--- src/rtl/priority_encoder_8x3_seq.sv ---
// Sequential priority encoder: captures a request vector and emits the index of
// each set bit, highest first, one beat per accepted output handshake.
module priority_encoder_8x3_seq #(
  parameter int WIDTH = 8,
  parameter int IDX_W = 3
) (
  input  logic               clk,
  input  logic               rst_n,
  input  logic               enable,
  input  logic               in_valid,
  output logic               in_ready,
  input  logic [WIDTH-1:0]   in_vec,
  output logic               out_valid,
  input  logic               out_ready,
  output logic [IDX_W-1:0]   out_idx,
  output logic               out_none,
  output logic               out_last,
  output logic [IDX_W:0]     out_count
);

  typedef enum logic {IDLE, EMIT} state_t;

  state_t             state, state_n;
  logic [WIDTH-1:0]   pending, pending_n;
  logic               out_valid_n, out_none_n, out_last_n;
  logic [IDX_W-1:0]   out_idx_n;
  logic [IDX_W:0]     out_count_n;
  logic [WIDTH-1:0]   remaining;

  function automatic logic [IDX_W-1:0] msb_idx(input logic [WIDTH-1:0] v);
    msb_idx = '0;
    for (int i = 0; i < WIDTH; i++)
      if (v[i]) msb_idx = IDX_W'(i);
  endfunction

  function automatic logic [IDX_W:0] popcount(input logic [WIDTH-1:0] v);
    popcount = '0;
    for (int i = 0; i < WIDTH; i++)
      popcount = popcount + {{IDX_W{1'b0}}, v[i]};
  endfunction

  // True for zero or one set bit; a zero vector is also a single (last) beat.
  function automatic logic at_most_one(input logic [WIDTH-1:0] v);
    at_most_one = ((v & (v - 1'b1)) == '0);
  endfunction

  assign in_ready  = (state == IDLE) && enable && rst_n;
  assign remaining = pending & ~(WIDTH'(1) << out_idx);

  always_comb begin
    state_n     = state;
    pending_n   = pending;
    out_valid_n = out_valid;
    out_idx_n   = out_idx;
    out_none_n  = out_none;
    out_last_n  = out_last;
    out_count_n = out_count;
    case (state)
      IDLE: begin
        if (in_valid && in_ready) begin
          state_n     = EMIT;
          pending_n   = in_vec;
          out_valid_n = 1'b1;
          out_idx_n   = msb_idx(in_vec);
          out_none_n  = (in_vec == '0);
          out_last_n  = at_most_one(in_vec);
          out_count_n = popcount(in_vec);
        end
      end
      EMIT: begin
        if (out_valid && out_ready) begin
          pending_n = remaining;
          if (out_last) begin
            state_n     = IDLE;
            out_valid_n = 1'b0;
          end else begin
            out_idx_n  = msb_idx(remaining);
            out_last_n = at_most_one(remaining);
          end
        end
      end
      default: state_n = IDLE;
    endcase
  end

  always_ff @(posedge clk) begin
    if (!rst_n) begin
      state     <= IDLE;
      pending   <= '0;
      out_valid <= 1'b0;
      out_idx   <= '0;
      out_none  <= 1'b0;
      out_last  <= 1'b0;
      out_count <= '0;
    end else begin
      state     <= state_n;
      pending   <= pending_n;
      out_valid <= out_valid_n;
      out_idx   <= out_idx_n;
      out_none  <= out_none_n;
      out_last  <= out_last_n;
      out_count <= out_count_n;
    end
  end

endmodule

--- config.mk ---
export PLATFORM = sky130hd
export DESIGN_NAME = priority_encoder_8x3_seq
export DESIGN_NICKNAME = d
export VERILOG_FILES = /design/src/rtl/priority_encoder_8x3_seq.sv
export SDC_FILE = /design/constraint.sdc
export NUM_CORES = 1
export LEC_CHECK = 0
export CAP_MARGIN = 5
export CORE_MARGIN = 1
export CORE_UTILIZATION = 39
export CTS_CLUSTER_DIAMETER = 120
export CTS_CLUSTER_SIZE = 14
export DETAILED_ROUTE_END_ITERATION = 8
export PLACE_DENSITY = 0.74
export REMOVE_ABC_BUFFERS = 1
export SLEW_MARGIN = 20
export SYNTH_ARGS = -nofsm -noshare
export SYNTH_HDL_FRONTEND = slang
export SYNTH_SLANG_ARGS = --single-unit
--- constraint.sdc ---
create_clock -name clk -period 4.95 [get_ports clk]
set_clock_uncertainty 0.2 [all_clocks]
set_input_delay 0.99 -clock clk [delete_from_list [all_inputs] [get_ports clk]]
set_output_delay 0.99 -clock clk [all_outputs]
set_load 0.01 [all_outputs]
# After elaboration in Yosys (flattened, before gate mapping)
# Cells that the tools add are included.
# word_totals
regBits	19
input_bits	13
output_inout_bits	11
wordCells	70
# op_classes
add_sub_neg	9
n_eq_ne	4
shift	1
muxes	33
n_bitwise	5
reduce_logical	11
# ops
op	n
$mux 3	15
$and 8x8->8	3
$logic_not 8->1	3
$add 4x1->4	4
$mux 8	2
$pmux 8 s2	1
$sub 8x1->8 const B	2
$mux 1	11
$not 8->8	1
$shl 1x3->8 const A	1
$pmux 1 s2	3
$pmux 3 s2	1
$reduce_and 3->1	2
$add 3x1->4	1
$logic_and 1x1->1	4
$ne 2x1->1 const B	2
$ne 2x2->1 const B	2
$reduce_and 2->1	2
$add 2x1->3	1
$add 1x1->2	1
$not 1->1	1

# Depth between registers and ports, before layout
# Gate-level depths: netlist (run 1).
# logic_depth
word_depth	13
depth_mapped	11

# Worst setup path before layout (run 1)
# No wires, ideal clock.
# synth_timing
kind	input -> register
from	input port in_vec[0]
to	register out_count[2]
setup_time_ps	70
arrival_ps	3384
required_time_ps	4680
slack_ps	1296
cell_stages	11
n_path_buf	0
path_cell_list	fa_1 -> inv_1 -> fa_1 -> fa_1 -> inv_1 -> ha_1 -> inv_1 -> fa_1 -> xnor2_1 -> nand2_1 -> a21oi_1
# synth_via
elab_chain_cells	7
# synth_rtl
element	line	text
from (decl)	12	input logic [WIDTH-1:0] in_vec,
$add 1x1->2	39	popcount = popcount + {{IDX_W{1'b0}}, v[i]};
$add 2x1->3	39	
$add 3x1->4	39	
$add 4x1->4 (4 in a row)	39	
to (signal assigned)	102	out_count <= out_count_n;
to (decl)	18	output logic [IDX_W:0] out_count
# Every way passes these cells.
# A chain may end at the register's enable or synchronous reset.

# Worst setup path in the final report (run 1)
# Ends and elaborated chain as after synthesis.

==> reports/results.txt, run 1 <==
Core ar. - 3442 sq um
grt met3 use - 0.02190
CP Max Fanout - 5
Reg clk slew, reported paths - 0.07 ns
Max stage delay on crit path - 0.58 ns
Worst EP required - 4.94 ns
Tcrit/Tclk final - 0.8269
register area share after synthesis - 0.2630
vias in the first global route - 1277
die height - 62.90 um
post-CTS setup buffer count - 0
busiest grt layer - met2
Hold Fails Final Rpt - 0
Slew Viols, Final - 0
hold crit path type - register to register
Fillers - 356
Slew HR - 0.5739
routability congestion estimate from global placement - 0.8522
clk sinks - 19
Post-synth ARST share - 0
PwrDens - 229.8 nW/um^2
post-route ant nets - 0
ranking of synthesized cells by area - dfxtp_1, a21oi_1, fa_1
area of the die - 3956 sq um
crit-path cells - clkdlybuf4s50_1 -> fa_1 -> inv_1 -> fa_1 -> fa_1 -> inv_1 -> ha_1 -> inv_1 -> fa_1 -> xnor2_1 -> nand2_1 -> a21oi_1
unrepaired setup endpoints after global routing - no
Starting Density - 0.4202
area delta synth->final - 19.55%
global-route wire length before repair - 5.761 mm
#FFs+latches synth - 19
PnR worst setup slack - 0.8569 ns
number of flops mapped to enable cells by yosys - 0
setup TNS - 0 ns
fraction of layout cells with a size suffix above 1 - 0.03810
deepest clock path buffer count - 2
cell leakage power - 0.6345 nW
IR drop worst, VDD - 135.3 uV
Ys Warns - 0
fmax - 244.3 MHz
Final Critical Period - 4.093 ns
Worst setup EP type - register
Rows - 21
top_reg_cell synth - dfxtp_1
Post-Syn Area - 1446 sq um
Via-to-Cell Ratio - 5.508
grt met2 use - 0.2930
WL per Instance - 12.90 um
Final #Nets - 234
count leader, synth - a21oi_1
slowest cell on the critical path - fa_1
CTS HTree Levels - 1
max_cap viols - 0
initial drt markers - 101
CTS buffer count - 3
Least-Margin Pin Slew - 0.6382 ns
DR pass1 iterations - 4
pre-CTS WS - 0.5866 ns
# IOs - 24
ant diodes - 0
met1 global-route usage - 0.2456
critical path arrival - 4.08 ns
Total GRT Usage - 0.1798
Routed WL - 3.303 mm
status - finished, final reports clean
# port buffers - 23
most frequent CP cell - fa_1
Yosys top cell area share - 0.2630
Clock Latency Late Sink - 0.25 ns
Final HPWL DP - 2.475 mm
CTS tree - built
critical path class - primary input to register
Via Count - 1410
initial antenna violation count - 0
grt ovf - 0
Post-synth top cells - a21oi_1, dfxtp_1, nand2_1
# setup viols final - 0
Avg Cell Area, Syn - 7.494 sq um
Die X - 62.90 um
crit start category - primary input
Synth Instances - 193
PostCTS Resize Cnt - 0
clock tree root driver cell - clkbuf_8
residual DRC count - 0
pin count of the biggest net entering global routing - 21
cell taking the most area after synthesis - dfxtp_1
Yosys cell types - 52
cts hold-fix bufs - 0
==> area by class of cell <==
cell class | count | area (sq um) | area share
Multi-Input combinational cell | 147 | 950.9 | 0.5499
Clock inverter | 1 | 5.005 | 0.002894
Clock buffer | 3 | 41.29 | 0.02388
Inverter | 17 | 63.81 | 0.03690
Timing Repair Buffer | 23 | 230.2 | 0.1331
Tap cell | 46 | 57.56 | 0.03329
Sequential cell | 19 | 380.4 | 0.2200
==> state kept, by name (all words and copies together) (netlist names) <==
name,count
out_count,4
out_idx,3
out_last,1
out_none,1
out_valid,1
pending,8
state,1
==> stage by stage <==
step | power (W) | hold slack [ns] | instances | utilization | instance area [sq um]
after CTS | 0.0004018 | 0.2615 | 256 | 0.5024 | 1729
after global routing | 0.0004283 | 0.2905 | 256 | 0.5024 | 1729
after floorplan | 0.0002484 | 0.2761 | 183 | - | 1395
final | 0.0003973 | 0.2576 | 256 | 0.5024 | 1729
after detailed placement | 0.0002950 | 0.2478 | 252 | 0.4889 | 1683
after global placement | 0.0002910 | 0.2472 | 252 | 0.4889 | 1683
==> where the power goes <==
group | internal, W | switching, W
Clock | 0.0000558 | 0.0000496
Combinational | 0.0000567 | 0.0000575
Sequential | 0.000161 | 0.0000170
Total | 0.000273 | 0.000124
==> critical path: cells and delay by family <==
family | cells | cell delay (ns)
AO/OA/AOI/OAI | 1 | 0.16
XOR/XNOR | 1 | 0.16
adder cells (fa/ha/maj) | 5 | 2.02
buffers and inverters | 4 | 0.68
AND/OR/NAND/NOR | 1 | 0.07
==> final timing paths <==
| path | start | endpoint | slack (ns) | cells past startpoint |
|---|---|---|---|---|
| setup / recovery | in_vec[0] | out_count[2] | 0.86 | 12 |
| hold / removal | out_count[3] | out_count[3] | 0.26 | 2 |
| setup reg to reg | state | out_last | 2.65 | 5 |
| hold reg to reg | out_count[3] | out_count[3] | 0.26 | 2 |
==> kinds of logic (layout without fill, tap and decap cells) <==
logic type                 Yosys count  in the layout  synth area share
DFF                                 19             19            0.2630
buffers and inverters               27             44           0.07958
AOI/OAI and AO/OA                   65             65            0.2863
muxes                                2              2           0.01730
and+or+nand+nor                     69             69            0.2405
xor gates and xnor gates             1              1          0.006056
adders and majority gates           10             10            0.1073
==> routing by layer <==
metal | vias to the layer above | share of wire
met2 | 35 | 0.45
met3 | 2 | 0.039
met5 | - | 0
met1 | 650 | 0.50
met4 | 0 | 0.0045
li1 | 723 | -
==> cell usage in the layout, fill, tap and decap left out, types with 2 or more instances in the layout <==
cell / instances
o31ai_1: 2
a22oi_1: 2
ha_1: 6
nor3_1: 4
a211oi_1: 2
clkbuf_8: 3
nand4b_1: 2
a31oi_1: 4
o211ai_1: 2
nand2_1: 19
dfxtp_1: 19
nor2_1: 15
nand2b_1: 5
a21o_1: 2
fa_1: 4
inv_1: 17
clkdlybuf4s50_1: 23
o21ai_0: 15
nor2b_1: 3
a21oi_1: 22
o22a_1: 2
nand3_1: 9
(Power assumes the default switching activity.)
==> run 2: changes to the inputs <==
==> constraint.sdc (replaced) <==
create_clock -name clk -period 4.1 [get_ports clk]
set_clock_uncertainty 0.2 [all_clocks]
set_input_delay 0.82 -clock clk [delete_from_list [all_inputs] [get_ports clk]]
set_output_delay 0.82 -clock clk [all_outputs]
set_load 0.01 [all_outputs]
==> reports/results.txt, run 2 (synthesis gave the netlist of run 1 again) <==
status - finished, final reports clean
Top Registers - pending x8, out_count x4, out_idx x3
initial antenna violation count - 0
grt met3 use - 0.01642
clk sinks - 19
# IOs - 24
Worst setup startpoint - in_vec[0]
Total GRT Usage - 0.1752
setup TNS - 0 ns
max_cap viols - 0
RR Startpoint - out_idx[0]
met1 global-route usage - 0.2486
die height - 62.90 um
Min Hold Slack - 0.2568 ns
Slew HR - 0.5620
IR drop worst, VDD - 145.2 uV
vias in the first global route - 1246
post-CTS setup buffer count - 0
grt met2 use - 0.2675
critical path arrival - 3.75 ns
r2r endpoint - out_last
register with the most flip-flops - pending
dpl cell area - 1713 sq um
Core ar. - 3442 sq um
# setup viols final - 0
CP Max Fanout - 2
CTS HTree Levels - 1
Hold Fails Final Rpt - 0
# port buffers - 23
Worst Setup EP - out_count[2]
critical path class - primary input to register
Routed WL - 3.212 mm
hold crit path type - register to register
CTS tree - built
most common cell after layout, fill and taps aside - clkdlybuf4s50_1
PwrDens - 274.3 nW/um^2
clock tree root driver cell - clkbuf_8
most frequent CP cell - fa_1
Final Critical Period - 3.761 ns
Tcrit/Tclk final - 0.9174
Least-Margin Pin Slew - 0.6539 ns
Die X - 62.90 um
residual DRC count - 0
Via Count - 1428
Clock Latency Late Sink - 0.26 ns
DR pass1 iterations - 4
unrepaired setup endpoints after global routing - no
Layout Cell Area excl Fill - 1759 sq um
crit start category - primary input
pin count of the biggest net entering global routing - 21
fin cells - 260
fmax - 265.9 MHz
register area - 380.4 sq um
crit-path cells - clkdlybuf4s50_1 -> fa_1 -> inv_1 -> fa_1 -> fa_1 -> inv_1 -> ha_1 -> inv_1 -> fa_1 -> xnor2_1 -> nand2_1 -> a21oi_1
area of the die - 3956 sq um
post-layout util - 0.5111
Final #Nets - 238
slowest cell on the critical path - fa_1
routability congestion estimate from global placement - 0.9188
commonest non-fill, non-tap cells in the layout - clkdlybuf4s50_1, a21oi_1, nand2_1, dfxtp_1, inv_1
max FFs per register - 8
Worst R2R Path Depth - 5
Max stage delay on crit path - 0.54 ns
Worst setup EP type - register
post-route ant nets - 0
Starting Density - 0.4202
global-route wire length before repair - 5.595 mm
grt ovf - 0
Fillers - 338
WL per Instance - 12.35 um
Rows - 21
cell leakage power - 0.6543 nW
Final HPWL DP - 2.407 mm
Reg2Reg Setup Slack - 1.88 ns
Via-to-Cell Ratio - 5.492
initial drt markers - 129
multi-input logic area - 950.9 sq um
CTS buffer count - 3
HP Start - out_count[0]
deepest clock path buffer count - 2
Reg clk slew, reported paths - 0.07 ns
PostCTS Resize Cnt - 0
fraction of layout cells with a size suffix above 1 - 0.05607
ant diodes - 0
Worst EP required - 4.09 ns
area delta synth->final - 21.63%
Slew Viols, Final - 0
Inst Count DP - 256
busiest grt layer - met2
cts hold-fix bufs - 0
run 2: changes by cell type in the layout (fill, tap and decap cells not counted):
cell / delta
buf_4: +4
run 2: worst max-delay path: cells and delay by family:
family | cells | cell delay, ns
AO/OA/AOI/OAI | 1 | 0.14
adder cells (fa/ha/maj) | 5 | 1.97
XOR/XNOR | 1 | 0.16
AND/OR/NAND/NOR | 1 | 0.06
buffers and inverters | 4 | 0.60
run 2: final cells by class:
cell class,instances,area share
Multi-Input combinational cell,147,0.5405
Sequential cell,19,0.2162
Timing Repair Buffer,27,0.1479
Inverter,17,0.03627
Tap cell,46,0.03272
Clock buffer,3,0.02347
Clock inverter,1,0.002845
run 2: metal layers:
metal	vias up	part of all wire
met3	5	0.035
met4	0	0.016
li1	734	-
met1	653	0.51
met2	36	0.44
met5	-	0
run 2: report_power, final:
part | internal, W | total (W) | leakage (nW) | switching, W
sequential | 0.000194 | 0.000215 | 0.155 | 0.0000204
clock | 0.0000677 | 0.000131 | 0.0255 | 0.0000630
combinational | 0.0000697 | 0.000137 | 0.474 | 0.0000676
run 2: how the worst min path moves through the flow:
stage / to / slack [ns] / cells after the start
6_report: out_count[0] / 0.26 / 2
5_1_grt: out_count[3] / 0.28 / 2
4_1_cts: out_count[0] / 0.26 / 2
3_5_place_dp: out_count[3] / 0.25 / 2
3_3_place_gp: out_count[3] / 0.25 / 2
2_1_floorplan: out_count[2] / 0.28 / 2
run 2: metrics by stage:
step	total power (W)	worst slack, ns
after floorplan	0.0002999	0.6073
after global placement	0.0003544	0.09966
after detailed placement	0.0003560	0.05611
after CTS	0.0004855	0.3165
after global routing	0.0005186	0.1996
final	0.0004825	0.3388
